[config.mk]
export PLATFORM = sky130hd
export DESIGN_NAME = load_buffer_flat
export DESIGN_NICKNAME = d
export VERILOG_FILES = /design/src/rtl/load_buffer_pkg.sv /design/src/rtl/load_buffer_if.sv /design/src/rtl/load_buffer_select.sv /design/src/rtl/load_buffer.sv /design/src/flat_wrapper.sv
export SDC_FILE = /design/constraint.sdc
export NUM_CORES = 2
export LEC_CHECK = 0
export CAP_MARGIN = 25
export CELL_PAD_IN_SITES_DETAIL_PLACEMENT = 1
export CELL_PAD_IN_SITES_GLOBAL_PLACEMENT = 2
export CORE_ASPECT_RATIO = 1.4
export CORE_UTILIZATION = 35
export DETAILED_ROUTE_END_ITERATION = 7
export DONT_BUFFER_PORTS = 1
export GPL_TIMING_DRIVEN = 0
export PLACE_DENSITY = 0.74
export SYNTH_ARGS = -nofsm -noshare
export SYNTH_HDL_FRONTEND = slang
export SYNTH_SLANG_ARGS = --single-unit
[constraint.sdc]
create_clock -name clk -period 2.69 [get_ports clk]
set_input_delay 0.538 -clock clk [delete_from_list [all_inputs] [get_ports clk]]
set_output_delay 0.538 -clock clk [all_outputs]
set_load 0.02 [all_outputs]
[src/rtl/load_buffer_pkg.sv]
// load_buffer_pkg: shared sizes, slot/entry types and issue-FSM encoding for the load buffer
package load_buffer_pkg;
    localparam int LDB_NUM   = 16;
    localparam int LDB_WIDTH = 4;
    localparam int XLEN      = 32;
    localparam int PRF_WIDTH = 6;
    localparam int ROB_WIDTH = 5;
    typedef enum logic [1:0] {FREE, WAIT, ISSUED} ldb_state_t;
    typedef struct packed {
        logic [XLEN-1:0]      addr;
        logic [1:0]           size;
        logic                 is_unsigned;
        logic [PRF_WIDTH-1:0] prd;
        logic [ROB_WIDTH-1:0] rob;
        ldb_state_t           state;
    } ldb_entry_t;
    typedef logic [1:0] ldb_fsm_t;
    localparam ldb_fsm_t IDLE  = 2'd0;
    localparam ldb_fsm_t RESP  = 2'd1;
    localparam ldb_fsm_t DRAIN = 2'd2;
endpackage

[src/rtl/load_buffer_if.sv]
// load_buffer_if: dispatch allocation, D-cache read port and writeback bundles
interface load_buffer_if;
    import load_buffer_pkg::*;
    logic                 alloc_valid;
    logic                 alloc_ready;
    logic [XLEN-1:0]      alloc_addr;
    logic [1:0]           alloc_size;
    logic                 alloc_unsigned;
    logic [PRF_WIDTH-1:0] alloc_prd;
    logic [ROB_WIDTH-1:0] alloc_rob;
    logic                 mem_req_valid;
    logic [XLEN-1:0]      mem_req_addr;
    logic                 mem_req_ready;
    logic                 mem_resp_valid;
    logic [XLEN-1:0]      mem_resp_data;
    logic                 wb_valid;
    logic [PRF_WIDTH-1:0] wb_prd;
    logic [ROB_WIDTH-1:0] wb_rob;
    logic [XLEN-1:0]      wb_data;
    modport slave (
        input  alloc_valid, alloc_addr, alloc_size, alloc_unsigned, alloc_prd, alloc_rob,
        output alloc_ready,
        output mem_req_valid, mem_req_addr,
        input  mem_req_ready, mem_resp_valid, mem_resp_data,
        output wb_valid, wb_prd, wb_rob, wb_data
    );
    modport master (
        output alloc_valid, alloc_addr, alloc_size, alloc_unsigned, alloc_prd, alloc_rob,
        input  alloc_ready,
        input  mem_req_valid, mem_req_addr,
        output mem_req_ready, mem_resp_valid, mem_resp_data,
        input  wb_valid, wb_prd, wb_rob, wb_data
    );
endinterface

[src/rtl/load_buffer_select.sv]
// load_buffer_select: priority picker returning the lowest-index slot that is not valid
module load_buffer_select
    import load_buffer_pkg::*;
(
    input  logic [LDB_NUM-1:0]   valid_i,
    output logic [LDB_WIDTH-1:0] select_index_o,
    output logic                 select_index_valid_o
);
    always_comb begin
        select_index_o       = '0;
        select_index_valid_o = 1'b0;
        for (int i = LDB_NUM - 1; i >= 0; i--) begin
            if (!valid_i[i]) begin
                select_index_o       = LDB_WIDTH'(i);
                select_index_valid_o = 1'b1;
            end
        end
    end
endmodule

[src/rtl/load_buffer.sv]
// load_buffer: 16-entry load buffer; issues one D-cache read at a time in slot order
// and writes the size/sign-formatted result back to the PRF and ROB.
module load_buffer
    import load_buffer_pkg::*;
(
    input logic          clk,
    input logic          rst,
    input logic          flush_i,
    load_buffer_if.slave bus
);
    ldb_entry_t           ent_q [LDB_NUM];
    ldb_entry_t           ent_d [LDB_NUM];
    ldb_fsm_t             fsm_q, fsm_d;
    logic [LDB_WIDTH-1:0] cur_q, cur_d;
    logic                 wb_valid_q, wb_valid_d;
    logic [PRF_WIDTH-1:0] wb_prd_q, wb_prd_d;
    logic [ROB_WIDTH-1:0] wb_rob_q, wb_rob_d;
    logic [XLEN-1:0]      wb_data_q, wb_data_d;
    logic [LDB_NUM-1:0]   busy;
    logic [LDB_WIDTH-1:0] sel_idx, iss_idx;
    logic                 sel_vld, iss_vld, alloc_ready, alloc_fire, req_fire;

    function automatic logic [XLEN-1:0] ld_extend(input logic [XLEN-1:0] w, input logic [1:0] off,
                                                  input logic [1:0] size, input logic uns);
        logic [7:0]  b;
        logic [15:0] h;
        b = w[{off, 3'b000} +: 8];
        h = w[{off[1], 4'b0000} +: 16];
        return size == 2'd0 ? {{24{~uns & b[7]}}, b} :
               size == 2'd1 ? {{16{~uns & h[15]}}, h} : w;
    endfunction

    always_comb begin
        for (int i = 0; i < LDB_NUM; i++) busy[i] = ent_q[i].state != FREE;
    end

    load_buffer_select u_select (
        .valid_i              (busy),
        .select_index_o       (sel_idx),
        .select_index_valid_o (sel_vld)
    );

    always_comb begin
        iss_idx = '0;
        iss_vld = 1'b0;
        for (int i = LDB_NUM - 1; i >= 0; i--) begin
            if (ent_q[i].state == WAIT) begin
                iss_idx = LDB_WIDTH'(i);
                iss_vld = 1'b1;
            end
        end
    end

    assign alloc_ready       = sel_vld && !flush_i;
    assign alloc_fire        = bus.alloc_valid && alloc_ready;
    assign bus.alloc_ready   = alloc_ready;
    assign bus.mem_req_valid = fsm_q == IDLE && iss_vld;
    assign bus.mem_req_addr  = {ent_q[iss_idx].addr[XLEN-1:2], 2'b00};
    assign req_fire          = bus.mem_req_valid && bus.mem_req_ready;
    assign bus.wb_valid      = wb_valid_q;
    assign bus.wb_prd        = wb_prd_q;
    assign bus.wb_rob        = wb_rob_q;
    assign bus.wb_data       = wb_data_q;

    always_comb begin
        ent_d      = ent_q;
        fsm_d      = fsm_q;
        cur_d      = cur_q;
        wb_valid_d = 1'b0;
        wb_prd_d   = wb_prd_q;
        wb_rob_d   = wb_rob_q;
        wb_data_d  = wb_data_q;
        if (alloc_fire) begin
            ent_d[sel_idx].addr        = bus.alloc_addr;
            ent_d[sel_idx].size        = bus.alloc_size;
            ent_d[sel_idx].is_unsigned = bus.alloc_unsigned;
            ent_d[sel_idx].prd         = bus.alloc_prd;
            ent_d[sel_idx].rob         = bus.alloc_rob;
            ent_d[sel_idx].state       = WAIT;
        end
        // A request accepted during a flush still gets a response, so it must be drained.
        if (req_fire) begin
            ent_d[iss_idx].state = ISSUED;
            cur_d                = iss_idx;
            fsm_d                = flush_i ? DRAIN : RESP;
        end
        if (fsm_q == RESP && bus.mem_resp_valid) begin
            ent_d[cur_q].state = FREE;
            fsm_d              = IDLE;
            wb_valid_d         = !flush_i;
            wb_prd_d           = ent_q[cur_q].prd;
            wb_rob_d           = ent_q[cur_q].rob;
            wb_data_d          = ld_extend(bus.mem_resp_data, ent_q[cur_q].addr[1:0],
                                           ent_q[cur_q].size, ent_q[cur_q].is_unsigned);
        end else if (fsm_q == RESP && flush_i) begin
            fsm_d = DRAIN;
        end
        if (fsm_q == DRAIN && bus.mem_resp_valid) fsm_d = IDLE;
        if (flush_i) begin
            for (int i = 0; i < LDB_NUM; i++) ent_d[i].state = FREE;
        end
    end

    always_ff @(posedge clk) begin
        if (rst) begin
            ent_q      <= '{default: '0};
            fsm_q      <= IDLE;
            cur_q      <= '0;
            wb_valid_q <= 1'b0;
            wb_prd_q   <= '0;
            wb_rob_q   <= '0;
            wb_data_q  <= '0;
        end else begin
            ent_q      <= ent_d;
            fsm_q      <= fsm_d;
            cur_q      <= cur_d;
            wb_valid_q <= wb_valid_d;
            wb_prd_q   <= wb_prd_d;
            wb_rob_q   <= wb_rob_d;
            wb_data_q  <= wb_data_d;
        end
    end
endmodule

[src/flat_wrapper.sv]
// flat-port wrapper written by rule: the top's interface ports become plain ports
module load_buffer_flat import load_buffer_pkg::*;
  (clk, rst, flush_i, bus_alloc_valid, bus_alloc_addr, bus_alloc_size, bus_alloc_unsigned, bus_alloc_prd, bus_alloc_rob, bus_alloc_ready, bus_mem_req_valid, bus_mem_req_addr, bus_mem_req_ready, bus_mem_resp_valid, bus_mem_resp_data, bus_wb_valid, bus_wb_prd, bus_wb_rob, bus_wb_data);
  load_buffer_if bus_i ();
  input logic clk;
  input logic rst;
  input logic flush_i;
  input wire logic [$bits(bus_i.alloc_valid)-1:0] bus_alloc_valid;
  input wire logic [$bits(bus_i.alloc_addr)-1:0] bus_alloc_addr;
  input wire logic [$bits(bus_i.alloc_size)-1:0] bus_alloc_size;
  input wire logic [$bits(bus_i.alloc_unsigned)-1:0] bus_alloc_unsigned;
  input wire logic [$bits(bus_i.alloc_prd)-1:0] bus_alloc_prd;
  input wire logic [$bits(bus_i.alloc_rob)-1:0] bus_alloc_rob;
  output wire logic [$bits(bus_i.alloc_ready)-1:0] bus_alloc_ready;
  output wire logic [$bits(bus_i.mem_req_valid)-1:0] bus_mem_req_valid;
  output wire logic [$bits(bus_i.mem_req_addr)-1:0] bus_mem_req_addr;
  input wire logic [$bits(bus_i.mem_req_ready)-1:0] bus_mem_req_ready;
  input wire logic [$bits(bus_i.mem_resp_valid)-1:0] bus_mem_resp_valid;
  input wire logic [$bits(bus_i.mem_resp_data)-1:0] bus_mem_resp_data;
  output wire logic [$bits(bus_i.wb_valid)-1:0] bus_wb_valid;
  output wire logic [$bits(bus_i.wb_prd)-1:0] bus_wb_prd;
  output wire logic [$bits(bus_i.wb_rob)-1:0] bus_wb_rob;
  output wire logic [$bits(bus_i.wb_data)-1:0] bus_wb_data;
  assign bus_i.alloc_valid = bus_alloc_valid;
  assign bus_i.alloc_addr = bus_alloc_addr;
  assign bus_i.alloc_size = bus_alloc_size;
  assign bus_i.alloc_unsigned = bus_alloc_unsigned;
  assign bus_i.alloc_prd = bus_alloc_prd;
  assign bus_i.alloc_rob = bus_alloc_rob;
  assign bus_alloc_ready = bus_i.alloc_ready;
  assign bus_mem_req_valid = bus_i.mem_req_valid;
  assign bus_mem_req_addr = bus_i.mem_req_addr;
  assign bus_i.mem_req_ready = bus_mem_req_ready;
  assign bus_i.mem_resp_valid = bus_mem_resp_valid;
  assign bus_i.mem_resp_data = bus_mem_resp_data;
  assign bus_wb_valid = bus_i.wb_valid;
  assign bus_wb_prd = bus_i.wb_prd;
  assign bus_wb_rob = bus_i.wb_rob;
  assign bus_wb_data = bus_i.wb_data;
  load_buffer u_core (.clk(clk), .rst(rst), .flush_i(flush_i), .bus(bus_i));
endmodule
# ---- Word-level counts from Yosys, hierarchy flattened
# Index checks and enable logic that the tools add are counted.
dict set report op_classes {
  shift 2
  n_reduce_logical 34
  bitwise 7
  muxes 102
  n_lt_le_gt_ge 6
  n_eq_ne 19
}
# cell count
set op_table {}
lappend op_table {{$bwmux 768} 8}
lappend op_table {{$mux 768} 3}
lappend op_table {{$demux 48 s4} 8}
lappend op_table {{$bmux 48 s4} 2}
lappend op_table {{$mux 48} 3}
lappend op_table {{$mux 4} 32}
lappend op_table {{$mux 32} 2}
lappend op_table {{$eq 2x1->1 const B} 18}
lappend op_table {{$mux 18} 2}
lappend op_table {{$reduce_bool 2->1} 17}
lappend op_table {{$mux 1} 32}
lappend op_table {{$shiftx 32x6->16} 1}
lappend op_table {{$shiftx 32x6->8} 1}
lappend op_table {{$mux 16} 1}
lappend op_table {{$ge 5x5->1 const B} 3}
lappend op_table {{$lt 5x1->1 const B} 3}
lappend op_table {{$not 4->5} 3}
lappend op_table {{$mux 14} 1}
lappend op_table {{$mux 13} 1}
lappend op_table {{$mux 2} 6}
lappend op_table {{$logic_and 1x1->1} 10}
lappend op_table {{$mux 7} 1}
lappend op_table {{$logic_not 2->1} 2}
lappend op_table {{$reduce_or 2->1} 2}
lappend op_table {{6 further kinds} 8}
dict set report totals {
  output_inout_bits 78
  reg_bits 818
  inputBits 84
  word_cells 273
}

# ---- Logic depth before layout (Yosys ltp)
dict set report logic_depth {
  word_depth 33
  mapped_depth 12
  ltp_nobuf 8
}

# ---- By module
# A second synthesis with hierarchy kept.
dict set report unflattened {
  cells_unflattened 4400
  hier_area_um2 34979.8
}
# mod seq_area_each_um2 area_per_inst_um2 n_inst cells_per_inst
set modules_own_cells {}
lappend modules_own_cells {load_buffer 16375.7 34813.4 1 4366}
lappend modules_own_cells {load_buffer_select 0.0 166.4 1 34}

# ---- Worst setup path before layout
# Ideal clock, no wire load.
dict set report synth_path {
  path_type {reg2out}
  startpoint {reg u_core.ent_q[193] (netlist name)}
  endpoint {out bus_mem_req_addr[10]}
  stages_incl_launch_ff 11
  setup_slack_ns -0.339
  t_arrival_ns 2.491
  required_time_ns 2.152
  cell_sequence {dfxtp_1 > nand2b_1 > a221oi_1 > a21oi_1 > o31ai_2 > buf_2 > buf_2 > mux2i_1 > o22ai_1 > a2111oi_0 > nand3_1}
}
dict set report synth_via {
  elab_chain_len 17
}
# item line_no
set synth_lines {}
lappend synth_lines {{start, declared} load_buffer.sv:11} ;# ldb_entry_t ent_q [LDB_NUM];
lappend synth_lines {{start signal, assigned} load_buffer.sv:114} ;# ent_q <= ent_d;
lappend synth_lines {{$eq 2x1->1} load_buffer.sv:47} ;# if (ent_q[i].state == WAIT) begin
lappend synth_lines {{$mux 4 (12 in series)} load_buffer.sv:47}
lappend synth_lines {{$not 4->5 (implied by the code)} load_buffer.sv:58} ;# assign bus.mem_req_addr = {ent_q[iss_idx].addr[XLEN-1:2], 2'b00};
lappend synth_lines {{$bmux 48 s4} load_buffer.sv:58}
lappend synth_lines {{$mux 48 (implied by the code) (2 in series)} load_buffer.sv:58}
lappend synth_lines {{end, declared} flat_wrapper.sv:16} ;# output wire logic [$bits(bus_i.mem_req_addr)-1:0] bus_mem_req_addr;
# Every way passes these cells. The select of a mux whose other input is x is not followed.

# ---- Worst setup path in the final report
dict set report layout_path {
  startpoint {reg u_core.ent_q[336] (netlist name)}
  endpoint {out bus_mem_req_addr[28]}
}
dict set report layout_via {
  elab_chain_len 14
}
# item line_no
set layout_lines {}
lappend layout_lines {{$eq 2x1->1} load_buffer.sv:47}
lappend layout_lines {{$mux 4 (9 in series)} load_buffer.sv:47}
lappend layout_lines {{$not 4->5 (implied by the code)} load_buffer.sv:58}
lappend layout_lines {{$bmux 48 s4} load_buffer.sv:58}
lappend layout_lines {{$mux 48 (implied by the code) (2 in series)} load_buffer.sv:58}
# Every way passes these cells. The select of a mux whose other input is x is not followed.

==> impl_metrics.toml <==
[drt]
dr.pass1.iters = 6
drc = 0
ant_nets = 0
wl_per_cell_um = 29.07
routed_wl_um = 174100
viasPerCell = 5.628
drtIter0Drc = 2686
via_count = 33700

[timing]
min_period_over_period_pct = 151.1
hold_viol = 0
finalCriticalPeriod_ps = 4065
setup_viol = 686
setup_ws_ps = -1375
rsz0062_at_grt = "true"
clock_skew_ps = 28.84
setup_tns_ps = -152640
worstMarginPinSlew_ps = 1214
drv_slew = 0
fmax_ghz = 0.2460
maxSlewHeadroom_pct = 19.09

[outcome]
violations = "setup timing"
outcome = "finished with violations"

[critical_path]
cp_max_fo = 8
worstSetupPathType = "reg -> out"
crit_family = "compound AO/OA/AOI/OAI gates"
cp_data_arrival_time_ps = 3530
worstSetupEndpointType = "output port"
slowest_stage = "dfxtp_2"
worstPathCellList = "nor2b_4 -> o311ai_4 -> a21oi_4 -> o31ai_4 -> buf_6 -> buf_6 -> buf_12 -> buf_16 -> buf_12 -> mux2i_4 -> o22ai_2 -> a2111oi_2 -> buf_2 -> nand3_4"
cp-start-kind = "flip-flop"
required_ps = 2150
crit_start = "u_core.ent_q[336]"
critical_path_buf_inv_count = 6
cp_slowest_stage_delay_ps = 340
r2r-start = "u_core.ent_q[48]"

[floorplan]
core.rowCount = 137
initial_core_util_pct = 35.31
ios = 162
die_width_um = 270.1
dieArea_mm2 = 0.1019
fp.dieH_um = 377.4
coreArea_mm2 = 0.09976

[grt]
grt_max_degree = 14
grt_pass1_vias = 34660
antenna_found_initial = 3
grt_pass1_wl_um = 246200
grt_overflow = 0
grt_use_total_pct = 33.32

[flow_run]
maxCapViolCount = 0

[power_and_ir_drop]
clkPwrFrac_pct = 48.3
power_frac_comb_pct = 5.1
p_per_area_mw_per_mm2 = 582.5
intPower_uw = 19650
switchingPower_uw = 6512
seqPwrFrac_pct = 46.6
leakagePower_uw = 0.01446
max-vdd-ir-drop_uv = 468.8
switching_share_pct = 24.89
finalPower_uw = 26160

[logic_synthesis]
ys_ff_latch = 818
synth-edff-count = 0
synthCells = 4366
avgSynthCellArea_um2 = 8.069
async_reset_ff_share_pct = 0
synthesis.area_mm2 = 0.03523
synth_cell_types = 70
ys.flop_type = "dfxtp_1"
ys_warn_count = 0
ys_seq_area_share_pct = 46.49

[clock_network]
h-tree-depth = 3
clkLatencyLatePin_ps = 710
cts-root-buf = "clkbuf_16"
clockBufferDepth = 3
clk_pin_slew_worst_paths_ps = 60
cts_buffers = 88
clock-sinks = 818
cts_tree = "done"

[place]
place_area_mm2 = 0.03730
dpl.cell_count = 5708
portBuffers = 0
hpwl_um = 123800
gp_congestion = 0.9338

[final_layout]
final_cell_mix = "1495 x nand2_1, 798 x dfxtp_1, 712 x a21oi_1"
fin_cells = 5988
final_common_cell = "nand2_1"
final_nets = 4686
syn_to_final_growth_pct = 27.49
drive_gt1_share_pct = 18.86
finish.utilization_pct = 45.02
nFillCells = 11650
postLayoutCellArea_mm2 = 0.04491

[min_path]
hold_path.class = "in -> reg"
hold_start = "bus_mem_resp_data[25]"
## routing by layer
layer | vias up | routed length, um | GRT usage (%)
met1 | 16880 | 65870 | 36.50
met3 | 433 | 8863 | 4.863
met5 | - | 0 | 0
li1 | 15300 | - | -
met4 | 0 | 12070 | 21.61
met2 | 1088 | 87250 | 59.84
## metrics by stage
step | hold WS, ps | worst slack [ps]
global route | 30.38 | -1412
finish | 28.21 | -1375
CTS | 0.5377 | -1357
detailed placement | 443.6 | -2035
global placement | 436.4 | -2222
floorplan | 431.5 | -150.3
## kinds of logic (layout without fill, tap and decap cells)
family	after synthesis	count (layout)	share of synthesized area (%)
and+or+nand+nor	1782	1782	19.71
AOI/OAI and AO/OA	1051	1051	17.70
DFF	818	818	46.49
buffers and inverters	450	748	5.658
muxes	264	264	10.44
other	1	5	0.01065
## final timing paths
check | endpoint | slack, ps | cells after the start
worst max register to register | flip-flop | -410 | 15
worst min-delay path | u_core.bus.wb_data[25] | 30 | 2
worst max-delay path | bus_mem_req_addr[28] | -1370 | 14
worst min register to register | flip-flop | 450 | 2
## repair_timing
action,in CTS,in global routing
endpoints found under the hold margin,16,0
resized for setup,577,247
gates cloned,5,6
buffers inserted,77,30
endpoints found under the setup margin,807,737
hold buffers,16,0
pin swaps,86,71
## cells in the mapped netlist (3+ instances only)
cell	n	area [um2]
nand2_1	1498	5623
dfxtp_1	818	16380
a21oi_1	732	3664
clkbuf_1	299	1122
nor2_1	170	638.1
mux2i_1	155	1551
buf_2	81	405.4
o22ai_1	74	462.9
mux4_2	71	1599
nand3_1	41	205.2
a22oi_1	38	285.3
a32oi_1	38	332.8
a2111oi_0	30	262.8
a222oi_1	30	300.3
mux2_2	30	337.8
buf_4	28	210.2
a211oi_1	22	165.2
buf_1	17	63.81
o21a_1	14	105.1
buf_6	13	146.4
nand2b_1	13	81.33
nor3_1	13	65.06
o21ai_0	13	65.06
inv_1	12	45.04
nor2b_1	12	75.07
a211oi_2	11	137.6
o221a_2	10	112.6
or2_2	8	50.05
a21o_1	7	52.55
a31oi_1	5	31.28
mux4_1	5	131.4
or2_1	4	25.02
and2_1	3	18.77
nand4_1	3	18.77
o211ai_1	3	22.52
or3_1	3	18.77
## worst reg2reg max path, cell delays in order, from the launching register on
cell       delay, ps
dfxtp_2          330
buf_4            140
buf_4            130
nor2_1           110
o32a_1           190
o22ai_2           90
a221o_2          400
buf_4            170
buf_4            130
a211o_4          400
a21oi_4          250
buf_12           190
buf_12           140
clkbuf_16        130
nand2_1           60
a21oi_1          150
## power groups by stage
stage          Combinational, uW  Clock (uW)  Sequential [uW]
2_1_floorplan                626           0            12400
3_3_place_gp                1160           0            12500
3_5_place_dp                1180           0            12500
4_1_cts                     1280       12800            12200
5_1_grt                     1370       13200            12200
6_report                    1320       12600            12200
## layout make-up
class                           count  area (um2)  area share [%]
Timing Repair Buffer              154        1768           3.937
Multi-Input combinational cell   3099       18890           42.06
Tap cell                         1320        1652           3.677
Clock buffer                      137        2750           6.124
Buffer                            429        3247           7.230
Antenna cell                        3       7.507         0.01672
Clock inverter                     16       143.9          0.3204
Sequential cell                   818       16410           36.53
Inverter                           12       48.80          0.1087
No activity file was read; power rests on OpenSTA's default activity.
